File: src/rtl/pipeline_hazard_controller.sv
// Stall/flush sequencer for the 5-stage pipeline. It handles load-use stalls, mispredict flushes, the
// multi-cycle EX handshake with its watchdog, and the sticky halt. `define STALL_PERF_EN for perf counters.
module pipeline_hazard_controller #(
   parameter int MC_TIMEOUT = 64,
   parameter int CNT_WIDTH  = 32
) (
   input  logic                 clk,
   input  logic                 reset,
   input  logic [4:0]           rs1_id,
   input  logic [4:0]           rs2_id,
   input  logic                 use_rs1_id,
   input  logic                 use_rs2_id,
   input  logic [4:0]           rd_ex,
   input  logic                 mem_read_ex,
   input  logic                 mc_valid_ex,
   input  logic                 mc_done,
   input  logic                 mispredict_ex,
   input  logic                 halt_wb,
   output logic                 pc_write,
   output logic                 if_id_write,
   output logic                 if_id_flush,
   output logic                 id_ex_write,
   output logic                 id_ex_bubble,
   output logic                 ex_mem_bubble,
   output logic                 mc_start,
   output logic                 mc_abort,
   output logic                 mc_timeout_err,
   output logic                 halted,
   output logic [CNT_WIDTH-1:0] load_stall_cnt,
   output logic [CNT_WIDTH-1:0] mc_stall_cnt,
   output logic [CNT_WIDTH-1:0] flush_cnt
);

   localparam int WD_W = $clog2(MC_TIMEOUT + 1);

   typedef enum logic [1:0] {
      RUN     = 2'd0,
      MC_BUSY = 2'd1,
      HALT    = 2'd2
   } state_t;

   state_t          state_q, state_d;
   logic [WD_W-1:0] watchdog_q, watchdog_d;
   logic            halted_q, halted_d;
   logic            timeout_err_q, timeout_err_d;
   logic            load_stall_q, load_stall_d;
   logic            load_use_hit;
   logic            load_stall;

   assign load_use_hit = mem_read_ex && (rd_ex != 5'd0) &&
                         ((use_rs1_id && (rs1_id == rd_ex)) ||
                          (use_rs2_id && (rs2_id == rd_ex)));

   // NOTE: every output and next-state value gets a default first, so no path can infer a latch.
   always_comb begin
      state_d       = state_q;
      watchdog_d    = watchdog_q;
      halted_d      = halted_q;
      timeout_err_d = timeout_err_q;
      load_stall    = 1'b0;
      pc_write      = 1'b1;
      if_id_write   = 1'b1;
      id_ex_write   = 1'b1;
      if_id_flush   = 1'b0;
      id_ex_bubble  = 1'b0;
      ex_mem_bubble = 1'b0;
      mc_start      = 1'b0;
      mc_abort      = 1'b0;

      if (reset) begin
         pc_write      = 1'b0;
         if_id_write   = 1'b0;
         id_ex_write   = 1'b0;
         id_ex_bubble  = 1'b1;
         ex_mem_bubble = 1'b1;
      end else begin
         unique case (state_q)
            RUN: begin
               if (halt_wb) begin
                  pc_write      = 1'b0;
                  if_id_write   = 1'b0;
                  id_ex_write   = 1'b0;
                  id_ex_bubble  = 1'b1;
                  ex_mem_bubble = 1'b1;
                  state_d       = HALT;
                  halted_d      = 1'b1;
               end else if (mispredict_ex) begin
                  if_id_flush  = 1'b1;
                  id_ex_bubble = 1'b1;
               end else if (mc_valid_ex) begin
                  mc_start      = 1'b1;
                  pc_write      = 1'b0;
                  if_id_write   = 1'b0;
                  id_ex_write   = 1'b0;
                  ex_mem_bubble = 1'b1;
                  watchdog_d    = WD_W'(1);
                  state_d       = MC_BUSY;
               end else if (load_use_hit && !load_stall_q) begin
                  // The hazard is cleared after one bubble, so a held hazard never stalls twice in a row.
                  pc_write     = 1'b0;
                  if_id_write  = 1'b0;
                  id_ex_bubble = 1'b1;
                  load_stall   = 1'b1;
               end
            end

            MC_BUSY: begin
               pc_write      = 1'b0;
               if_id_write   = 1'b0;
               id_ex_write   = 1'b0;
               ex_mem_bubble = 1'b1;
               watchdog_d    = watchdog_q + WD_W'(1);
               if (halt_wb) begin
                  mc_abort     = 1'b1;
                  id_ex_bubble = 1'b1;
                  watchdog_d   = '0;
                  state_d      = HALT;
                  halted_d     = 1'b1;
               end else if (mc_done) begin
                  pc_write      = 1'b1;
                  if_id_write   = 1'b1;
                  id_ex_write   = 1'b1;
                  ex_mem_bubble = 1'b0;
                  watchdog_d    = '0;
                  state_d       = RUN;
               end else if (watchdog_q == WD_W'(MC_TIMEOUT)) begin
                  // The op is dropped: its EX/MEM slot stays a bubble while the front end resumes.
                  mc_abort      = 1'b1;
                  timeout_err_d = 1'b1;
                  pc_write      = 1'b1;
                  if_id_write   = 1'b1;
                  id_ex_write   = 1'b1;
                  watchdog_d    = '0;
                  state_d       = RUN;
               end
            end

            HALT: begin
               pc_write      = 1'b0;
               if_id_write   = 1'b0;
               id_ex_write   = 1'b0;
               id_ex_bubble  = 1'b1;
               ex_mem_bubble = 1'b1;
            end

            default: state_d = RUN;
         endcase
      end

      load_stall_d = load_stall;
   end

   // NOTE: sequential state uses non-blocking assignments only; reset is synchronous and active-high.
   always_ff @(posedge clk) begin
      if (reset) begin
         state_q       <= RUN;
         watchdog_q    <= '0;
         halted_q      <= 1'b0;
         timeout_err_q <= 1'b0;
         load_stall_q  <= 1'b0;
      end else begin
         state_q       <= state_d;
         watchdog_q    <= watchdog_d;
         halted_q      <= halted_d;
         timeout_err_q <= timeout_err_d;
         load_stall_q  <= load_stall_d;
      end
   end

   assign halted         = halted_q;
   assign mc_timeout_err = timeout_err_q;

`ifdef STALL_PERF_EN
   logic [CNT_WIDTH-1:0] load_stall_cnt_q, load_stall_cnt_d;
   logic [CNT_WIDTH-1:0] mc_stall_cnt_q, mc_stall_cnt_d;
   logic [CNT_WIDTH-1:0] flush_cnt_q, flush_cnt_d;
   logic                 mc_stall_cyc;

   // An MC stall cycle is any non-reset cycle whose next state is MC_BUSY, which covers the entry cycle
   // and every busy cycle except the exit.
   assign mc_stall_cyc = !reset && (state_d == MC_BUSY);

   always_comb begin
      load_stall_cnt_d = load_stall_cnt_q;
      mc_stall_cnt_d   = mc_stall_cnt_q;
      flush_cnt_d      = flush_cnt_q;
      if (load_stall && (load_stall_cnt_q != '1)) load_stall_cnt_d = load_stall_cnt_q + 1'b1;
      if (mc_stall_cyc && (mc_stall_cnt_q != '1)) mc_stall_cnt_d = mc_stall_cnt_q + 1'b1;
      if (if_id_flush && (flush_cnt_q != '1))     flush_cnt_d = flush_cnt_q + 1'b1;
   end

   always_ff @(posedge clk) begin
      if (reset) begin
         load_stall_cnt_q <= '0;
         mc_stall_cnt_q   <= '0;
         flush_cnt_q      <= '0;
      end else begin
         load_stall_cnt_q <= load_stall_cnt_d;
         mc_stall_cnt_q   <= mc_stall_cnt_d;
         flush_cnt_q      <= flush_cnt_d;
      end
   end

   assign load_stall_cnt = load_stall_cnt_q;
   assign mc_stall_cnt   = mc_stall_cnt_q;
   assign flush_cnt      = flush_cnt_q;
`else
   assign load_stall_cnt = '0;
   assign mc_stall_cnt   = '0;
   assign flush_cnt      = '0;
`endif

endmodule

File: config.mk
export PLATFORM = sky130hd
export DESIGN_NAME = pipeline_hazard_controller
export DESIGN_NICKNAME = d
export VERILOG_FILES = /design/src/rtl/pipeline_hazard_controller.sv
export SDC_FILE = /design/constraint.sdc
export NUM_CORES = 1
export LEC_CHECK = 0
export ABC_AREA = 1
export CAP_MARGIN = 20
export CORE_ASPECT_RATIO = 1.2
export CORE_MARGIN = 2
export CORE_UTILIZATION = 37
export DETAILED_ROUTE_END_ITERATION = 7
export GPL_TIMING_DRIVEN = 0
export PLACE_DENSITY = 0.87
export SYNTH_ARGS = -nofsm -noshare
export SYNTH_HDL_FRONTEND = slang
export SYNTH_SLANG_ARGS = --single-unit
File: constraint.sdc
create_clock -name clk -period 3.6 [get_ports clk]
set_clock_uncertainty 0.2 [all_clocks]
set_input_delay 0.36 -clock clk [delete_from_list [all_inputs] [get_ports clk]]
set_output_delay 0.36 -clock clk [all_outputs]
set_load 0.005 [all_outputs]
==> impl_results.md <==
* Register-to-Register Setup Slack at 1.92 ns
* DIE WIDTH at 66.4 um
* Routed length on met1 at 1280 um
* Met3 Wirelength at 481 um
* Pwr per Cell Area at 191 nW/um^2
* Most frequent cells in the layout: 97 x buf_4, 96 x conb_1, 47 x nand2_1, 35 x inv_1, 33 x clkdlybuf4s50_1
* DR vias/cell at 3.46
* Core Area at 4560 sq um
* DR top layer: met4
* DR DRC count at 0
* GP Congestion at 0.825
* Yosys Warn Count at 0
* Post-layout min period at 2.81 ns
* Nets at 427
* CTS root buf: clkbuf_8
* Worst Hold Path EP: mc_timeout_err
* WL per Instance at 7.62 um
* Initial Utilization at 0.379
* Reg2Reg Launch Point: watchdog_q[0]
* Post-Syn Area at 1730 sq um
* Syn-to-layout area delta at 47.1%
* Origin of the worst setup path: halt_wb
* Final-report max-slew violation count at 0
* Number of setup buffers added after CTS at 0
* Status: completed
* Largest net degree at the start of global routing at 11
* Crit. End Element: output pin
* Worst path required time at 3.04 ns
* Hold Vio Cnt, Final at 0
* Vias at 1586
* Crit path kind: in2out
* Worst-Skew Late Latency at 0.25 ns
* Die height at 78.9 um
* DR iter-0 viols at 31
* P_leak at 1.54 nW
* Commonest non-fill, non-tap cell in the layout: buf_4
* Fin Setup TNS at 0 ns
* # placed instances at 454
* Critical Path Start Type: input pin
* Period utilisation layout at 0.782
* WHS Path Cells at 2
* Maxcap violations at 0
* DP Area at 2490 sq um
* Sequential share of the synthesized area at 0.139
* Post-synth cell types at 25
* Register bit total from synthesis at 12
* Initial antenna violation count at 0
* ANT cells at 0
* Post-CTS Hold Buffers at 0
* Final setup violation count at 0
* Crit path DAT at 2.25 ns
* Clock Sinks at 12
* Grt ovf at 0
* R2R cell count at 9
* Fin cells at 458
* Metal2 WL at 1680 um
* Deepest clock path buffer count at 2
* Clock Pin Slew Worst Setup and Hold Paths at 0.06 ns
* Hold Path Origin: mc_timeout_err
* Min-Delay Path Class: reg2reg
* Final Util at 0.558
* DP Wirelength at 3140 um
* Vias in the first global route at 1325
* Placement Rows at 27
* Max H-tree Level at 1
* PostCTS Resize Cnt at 0
* Power Total at 0.486 mW
* Drt total wl at 3490 um
* Design area at 2540 sq um
* Total CTS buffers at 3
* Crit Path Max Fanout at 5
* RR Endpoint: watchdog_q[3]
* VDD IR-drop max at 0.120 mV
* Port Buffers at 33
* Share of cells above drive strength 1 at 0.298
* First-pass GRT wire length at 5490 um
* Avg Cell Area, Syn at 6.45 sq um
* Drt first pass iters at 4
* RSZ-0062 raised after global routing: false
* Fmax at 0.355 GHz
* Total track usage at 0.131
* I/O pins at 130
* ANT nets after route at 0
* Syn Inst Count at 268
* TritonCTS clock tree: done
* Die area at 5240 sq um
[synth_stat cells, drive strengths merged]
cell    instances  area share
a21oi          14       0.049
buf            98        0.42
conb            1      0.0022
dfxtp          12        0.14
ha              2       0.014
inv            37       0.080
nand2          52        0.13
nand3          12       0.045
nand3b          1      0.0043
nand4           3       0.011
nor2           26       0.071
nor3            4       0.012
nor3b           1      0.0072
o211ai          1      0.0043
o21ai           4       0.012
[critical path, stage by stage]
cell,delay (ns)
clkdlybuf4s50_1,0.50
inv_1,0.19
nand2_2,0.10
nor2_4,0.10
nand2_2,0.10
a21oi_1,0.16
nand3_1,0.09
nand2_1,0.06
inv_1,0.05
buf_4,0.12
clkdlybuf4s50_1,0.43
[metal layers]
layer / GRT usage / up-vias
met1: 0.133 / 620
li1: - / 883
met4: 0.0490 / 0
met2: 0.243 / 78
met5: 0 / -
met3: 0.0425 / 5
[flip-flops by register name, indices dropped and copies added, names as in the netlist]
signal	count
mc_timeout_err	1
state_q	2
load_stall_q	1
watchdog_q	7
halted	1
[report_power, final]
part | switching (mW) | leakage, nW | internal, mW
registers | 0.00285 | 0.0974 | 0.136
clock network | 0.0553 | 0.0288 | 0.0970
logic | 0.0817 | 1.41 | 0.113
total | 0.140 | 1.54 | 0.346
[worst max-delay path by stage]
stage | depth (start not counted) | slack [ns] | to
after CTS | 11 | 0.79 | pc_write
after detailed placement | 11 | 0.80 | pc_write
after global placement | 11 | 0.81 | pc_write
final | 11 | 0.79 | pc_write
after global routing | 12 | 0.66 | pc_write
after floorplan | 11 | 1.70 | pc_write
[logic make-up after synthesis]
logic type               count (synthesis)  share of synthesized area
buffers and inverters                  135                      0.504
AND/OR/NAND/NOR                         99                      0.276
AO/OA/AOI/OAI                           19                     0.0651
flip-flops                              12                      0.139
adder cells (fa/ha/maj)                  2                     0.0145
other                                    1                    0.00217
[metrics by stage]
| step | setup WS (ns) | hold WS, ns |
|---|---|---|
| floorplan | 1.70 | 0.259 |
| global placement | 0.807 | 0.254 |
| detailed placement | 0.797 | 0.268 |
| CTS | 0.791 | 0.281 |
| global route | 0.662 | 0.317 |
| finish | 0.786 | 0.271 |
[layout make-up]
cell class                      instances  area, sq um
Sequential cell                        12          240
Inverter                               37          139
Buffer                                 98          732
Fill cell                             446         2020
Tap cell                               58         72.6
Timing Repair Buffer                   33          330
Clock buffer                            4         55.1
Multi-Input combinational cell        216          975
(Power assumes the default switching activity.)
